===== config.mk =====
export PLATFORM = sky130hd
export DESIGN_NAME = glitch_sweep
export DESIGN_NICKNAME = d
export VERILOG_FILES = /design/src/rtl/glitch_sweep.sv
export SDC_FILE = /design/constraint.sdc
export NUM_CORES = 1
export LEC_CHECK = 0
export BUFFER_PORTS_ARGS = -buffer_cell sky130_fd_sc_hd__buf_2
export CAP_MARGIN = 5
export CORE_MARGIN = 5
export CORE_UTILIZATION = 59
export CTS_BUF_LIST = sky130_fd_sc_hd__clkbuf_4 sky130_fd_sc_hd__clkbuf_8
export CTS_CLUSTER_DIAMETER = 150
export DETAILED_ROUTE_END_ITERATION = 10
export GPL_ROUTABILITY_DRIVEN = 0
export PLACE_DENSITY = 0.85
export SYNTH_ARGS = -nofsm -noshare
export SYNTH_HDL_FRONTEND = slang
export SYNTH_SLANG_ARGS = --single-unit

===== constraint.sdc =====
create_clock -name clk -period 5.45 [get_ports clk]
set_clock_uncertainty 0.05 [all_clocks]
set_input_delay 0.8175 -clock clk [delete_from_list [all_inputs] [get_ports clk]]
set_output_delay 0.8175 -clock clk [all_outputs]
set_load 0.05 [all_outputs]

===== src/rtl/glitch_sweep.sv =====
// glitch_sweep: walks a (delay, width) grid and fires one glitch per point,
// each on a synchronized rising edge of the target trigger, paced by the
// glitch controller's ready.
`timescale 1ns/1ps
module glitch_sweep #(
    parameter int unsigned DELAY_W   = 16,
    parameter int unsigned WIDTH_W   = 8,
    parameter int unsigned TRIG_SYNC = 2
) (
    input  logic               clk,
    input  logic               rst,
    input  logic               start,
    input  logic               abort,
    input  logic [DELAY_W-1:0] delay_start,
    input  logic [DELAY_W-1:0] delay_end,
    input  logic [DELAY_W-1:0] delay_step,
    input  logic [WIDTH_W-1:0] width_start,
    input  logic [WIDTH_W-1:0] width_end,
    input  logic [WIDTH_W-1:0] width_step,
    input  logic [7:0]         mode_in,
    input  logic               trigger,
    input  logic               glitch_ready,
    output logic               glitch_en,
    output logic [DELAY_W-1:0] glitch_delay,
    output logic [WIDTH_W-1:0] glitch_width,
    output logic [7:0]         glitch_mode,
    output logic               busy,
    output logic               done,
    output logic               err,
    output logic [23:0]        attempt_cnt
);

    localparam int unsigned CNT_W = 24;

    typedef enum logic [2:0] {
        S_IDLE,
        S_ARM,
        S_FIRE,
        S_WAIT,
        S_STEP,
        S_DONE
    } state_t;

    state_t               state_q;
    logic [TRIG_SYNC-1:0] sync_q;
    logic                 trig_prev_q;

    logic [DELAY_W-1:0]   dly_start_q;
    logic [DELAY_W-1:0]   dly_end_q;
    logic [DELAY_W-1:0]   dly_step_q;
    logic [WIDTH_W-1:0]   wid_end_q;
    logic [WIDTH_W-1:0]   wid_step_q;

    logic                 en_q;
    logic [DELAY_W-1:0]   delay_q;
    logic [WIDTH_W-1:0]   width_q;
    logic [7:0]           mode_q;
    logic                 busy_q;
    logic                 done_q;
    logic                 err_q;
    logic [CNT_W-1:0]     cnt_q;

    logic                 trig_rise;
    logic                 cfg_bad;
    logic [DELAY_W:0]     delay_sum_d;
    logic [WIDTH_W:0]     width_sum_d;
    logic                 delay_adv;
    logic                 width_adv;

    // Next grid point carries one extra bit so overflow reads as "past end"
    assign delay_sum_d = {1'b0, delay_q} + {1'b0, dly_step_q};
    assign width_sum_d = {1'b0, width_q} + {1'b0, wid_step_q};
    assign delay_adv   = (dly_step_q != '0) && (delay_sum_d <= {1'b0, dly_end_q});
    assign width_adv   = (wid_step_q != '0) && (width_sum_d <= {1'b0, wid_end_q});

    assign cfg_bad     = (delay_start > delay_end) || (width_start > width_end);
    assign trig_rise   = sync_q[TRIG_SYNC-1] & ~trig_prev_q;

    // Trigger synchronizer plus edge-detect history of the last stage
    always_ff @(posedge clk or posedge rst) begin
        if (rst) begin
            sync_q      <= '0;
            trig_prev_q <= 1'b0;
        end else begin
            sync_q      <= {sync_q[TRIG_SYNC-2:0], trigger};
            trig_prev_q <= sync_q[TRIG_SYNC-1];
        end
    end

    // Sweep sequencer with registered outputs; abort overrides every busy state
    always_ff @(posedge clk or posedge rst) begin
        if (rst) begin
            state_q     <= S_IDLE;
            dly_start_q <= '0;
            dly_end_q   <= '0;
            dly_step_q  <= '0;
            wid_end_q   <= '0;
            wid_step_q  <= '0;
            en_q        <= 1'b0;
            delay_q     <= '0;
            width_q     <= '0;
            mode_q      <= '0;
            busy_q      <= 1'b0;
            done_q      <= 1'b0;
            err_q       <= 1'b0;
            cnt_q       <= '0;
        end else begin
            en_q   <= 1'b0;
            done_q <= 1'b0;
            err_q  <= 1'b0;
            if (abort && (state_q != S_IDLE)) begin
                state_q <= S_IDLE;
                busy_q  <= 1'b0;
            end else begin
                case (state_q)
                    S_IDLE: begin
                        if (start) begin
                            if (cfg_bad) begin
                                err_q <= 1'b1;
                            end else begin
                                dly_start_q <= delay_start;
                                dly_end_q   <= delay_end;
                                dly_step_q  <= delay_step;
                                wid_end_q   <= width_end;
                                wid_step_q  <= width_step;
                                delay_q     <= delay_start;
                                width_q     <= width_start;
                                mode_q      <= mode_in;
                                cnt_q       <= '0;
                                busy_q      <= 1'b1;
                                state_q     <= S_ARM;
                            end
                        end
                    end
                    S_ARM: begin
                        // edges seen while the controller is not ready are dropped
                        if (trig_rise && glitch_ready) begin
                            en_q    <= 1'b1;
                            state_q <= S_FIRE;
                            if (cnt_q != '1) begin
                                cnt_q <= cnt_q + CNT_W'(1);
                            end
                        end
                    end
                    S_FIRE: begin
                        state_q <= S_WAIT;
                    end
                    S_WAIT: begin
                        if (glitch_ready) begin
                            state_q <= S_STEP;
                        end
                    end
                    S_STEP: begin
                        // delay is the inner axis, width the outer
                        if (delay_adv) begin
                            delay_q <= delay_sum_d[DELAY_W-1:0];
                            state_q <= S_ARM;
                        end else begin
                            delay_q <= dly_start_q;
                            if (width_adv) begin
                                width_q <= width_sum_d[WIDTH_W-1:0];
                                state_q <= S_ARM;
                            end else begin
                                done_q  <= 1'b1;
                                busy_q  <= 1'b0;
                                state_q <= S_DONE;
                            end
                        end
                    end
                    S_DONE: begin
                        state_q <= S_IDLE;
                    end
                    default: begin
                        state_q <= S_IDLE;
                    end
                endcase
            end
        end
    end

    assign glitch_en    = en_q;
    assign glitch_delay = delay_q;
    assign glitch_width = width_q;
    assign glitch_mode  = mode_q;
    assign busy         = busy_q;
    assign done         = done_q;
    assign err          = err_q;
    assign attempt_cnt  = cnt_q;

endmodule


==> impl_metrics.py <==
metrics = {
    "layout": {
        "drive_gt1_share_pct": 24.7,
        "area_growth_pct": 14.6,
        "n_antenna_cell": 0,
        "stdcell_count": 1124,
        "finish.utilization_pct": 68.3,
        "nNetsFinal": 1092,
        "postLayoutCellArea_sq_um": 9410,
    },
    "routing": {
        "routedWlPerCell_microns": 17.8,
        "totalWireLength_microns": 20000,
        "drt_iter0_drc": 440,
        "post-route-drc-count": 0,
        "via_per_inst": 5.95,
        "dr_total_vias": 6687,
        "firstDrtPassIters": 6,
        "postRouteAntennaNets": 0,
    },
    "worst_setup_path": {
        "timing_worst_setup_path_type": "reg2reg",
        "startpoint_type": "flop",
        "cp-end-kind": "flop",
        "cp_max_fo": 11,
        "crit_slowest_cell": "and3_1",
        "path_cells": "ha_1 -> fa_1 -> a21o_1 -> a31oi_1 -> nor2_1 -> a2111o_1 -> o211ai_1 -> ha_1 -> and3_1 -> o21ai_0 -> o2111ai_1 -> o211ai_1 -> and3_1 -> buf_4 -> mux2i_1 -> a2bb2oi_1 -> o21ai_2",
        "critical_path.max_stage_delay_ns": 0.46,
        "critPathArrivalTime_ns": 5.00,
        "required_ns": 5.73,
    },
    "logic_synthesis": {
        "muxShareOfSynthArea_pct": 14.2,
        "yosys_register_bits": 130,
        "synth-simple-area-share_pct": 12.2,
        "synthXorXnorAreaFrac_pct": 1.71,
        "seq_area_frac_synth_pct": 39.6,
        "synth_ff_type": "dfrtp_1",
        "synthCells": 791,
        "ys_warn_count": 0,
        "synth_top_cell_by_area": "dfrtp_1",
        "ys_top_cells_by_count": "dfrtp_1, ha_1, inv_1, nand2_1, mux2_1",
        "synth_top_area_share_pct": 39.6,
        "synthArstFlopShare_pct": 100,
        "synth_top_family_by_area": "compound AO/OA/AOI/OAI gates",
        "synth_fp_nets": 952,
        "synth_compound_area_share_pct": 15.4,
        "synth_most_common_cell": "dfrtp_1",
        "synth.distinct_cells": 77,
        "netlist_area_sq_um": 8210,
        "synth_fa_ha_area_share_pct": 11.6,
        "synth_edf_count": 0,
        "ys_top_cells_by_area": "dfrtp_1, ha_1, mux2_1, mux2i_1, mux2_2",
        "syn_avg_cell_area_sq_um": 10.4,
    },
    "hold_path": {
        "min_path_type": "reg2reg",
    },
    "cts": {
        "numClockSinks": 130,
        "h-tree-depth": 4,
        "cts_tree": "yes",
        "cts_buffers": 17,
        "clk_pin_slew_worst_paths_ns": 0.08,
        "post_cts_resized": 0,
        "clock_path_buffers": 2,
        "insertion_delay_ns": 0.45,
        "cts_setup_buffers": 0,
        "cts_root_buf": "clkbuf_8",
        "ctsHoldBuffers": 0,
    },
    "pwr": {
        "power.static_leakage_nw": 4.72,
        "p_per_area_nw_per_um2": 698,
        "ir_worst_vdd_mv": 0.481,
        "p_total_mw": 6.57,
    },
    "die": {
        "num_rows": 43,
        "start_util_pct": 59.6,
        "core_sq_um": 13800,
        "die_w_microns": 128,
        "die_h_microns": 128,
        "io_pins": 146,
        "design.die.area_sq_um": 16400,
    },
    "timing": {
        "slew_headroom_pct": 27.0,
        "timing.hold.ws_ns": 0.303,
        "rsz0062_at_grt": "false",
        "finalCriticalPeriod_ns": 4.72,
        "slew_viol_final": 0,
        "final.setup.worst_slack_ns": 0.731,
        "setup_viol": 0,
        "fin_crit_sh_pct": 86.6,
        "report.final.hold_viol_count": 0,
        "max_freq_mhz": 212,
        "fin_setup_tns_ns": 0,
        "tightest_slew_ns": 1.09,
    },
    "place": {
        "hpwl_microns": 15000,
        "place_ws_ns": 0.807,
        "placed_cells": 1092,
        "numPortBuffers": 145,
        "placement.cell_area_sq_um": 9000,
    },
    "status": {
        "outcome": "completed",
    },
    "global_routing": {
        "antenna_found_initial": 0,
        "grt_pass1_vias": 6792,
        "grt_max_degree": 78,
        "grt_remaining_overflow": 0,
        "grt_pass1_wl_microns": 32900,
        "grt_usage_pct": 25.0,
    },
    "flow_run": {
        "cap_violations": 0,
    },
}
final timing paths:
path | from | slack (ns) | cells past startpoint | to
max reg2reg | glitch_delay[0]$_DFFE_PP0P_ | 0.73 | 17 | glitch_delay[2]$_DFFE_PP0P_
max | glitch_delay[0]$_DFFE_PP0P_ | 0.73 | 17 | glitch_delay[2]$_DFFE_PP0P_
min | sync_q[0]$_DFF_PP0_ | 0.30 | 0 | sync_q[1]$_DFF_PP0_
max in group asynchronous | rst | 4.08 | 3 | dly_end_q[2]$_DFFE_PP0P_
min reg2reg | sync_q[0]$_DFF_PP0_ | 0.30 | 0 | sync_q[1]$_DFF_PP0_
min in group asynchronous | rst | 0.50 | 3 | wid_step_q[3]$_DFFE_PP0P_
per-layer routing:
layer,routed length [microns],GRT usage (%),vias up
met5,0,0,-
met2,9950,42.0,225
met4,344,7.24,0
met1,8530,32.6,3246
li1,-,-,3181
met3,1190,5.63,35
placed cells by master (no fill, tap or decap), types with 26 or more instances in the layout:
master	instances
mux2_1	47
nand3_1	26
buf_2	145
o21ai_0	38
ha_1	73
nand2_1	50
nor2_1	36
inv_1	55
a21oi_1	39
mux2i_1	41
dfrtp_1	130
logic make-up after synthesis:
| group | count (synthesis) |
|---|---|
| buffers and inverters | 87 |
| muxes | 108 |
| xor gates and xnor gates | 16 |
| DFF | 130 |
| AOI/OAI and AO/OA | 186 |
| and+or+nand+nor | 189 |
| adders and majority gates | 75 |
state kept, by name, summed over array words and instances, names as in the netlist:
name and count:
dly_start_q 16, glitch_delay 16, dly_step_q 16, state_q 3, wid_end_q 8, dly_end_q 16
done 1, trig_prev_q 1, attempt_cnt 24, err 1, busy 1, sync_q 2
glitch_mode 8, glitch_en 1, wid_step_q 8, glitch_width 8
cell type report:
type | instances | area [sq um]
Tap cell | 180 | 225
Clock inverter | 11 | 129
Timing Repair Buffer | 151 | 771
Clock buffer | 21 | 283
Inverter | 57 | 216
Fill cell | 1108 | 4360
Sequential cell | 130 | 3250
Multi-Input combinational cell | 574 | 4540
worst max-delay path, delay by kind of cell, from the launching register on:
kind	cells	cell delay, ns
fa+ha+maj	3	0.93
simple gates	3	0.78
flops	1	0.40
buf+inv	1	0.32
compound gates	9	1.89
mux	1	0.24
where the power goes:
group	switching [mW]	internal, mW	total, mW
clock	0.402	0.449	0.852
combinational	2.42	1.69	4.11
sequential	0.275	1.34	1.61
total	3.09	3.48	6.57
No activity file was read; power rests on OpenSTA's default activity.
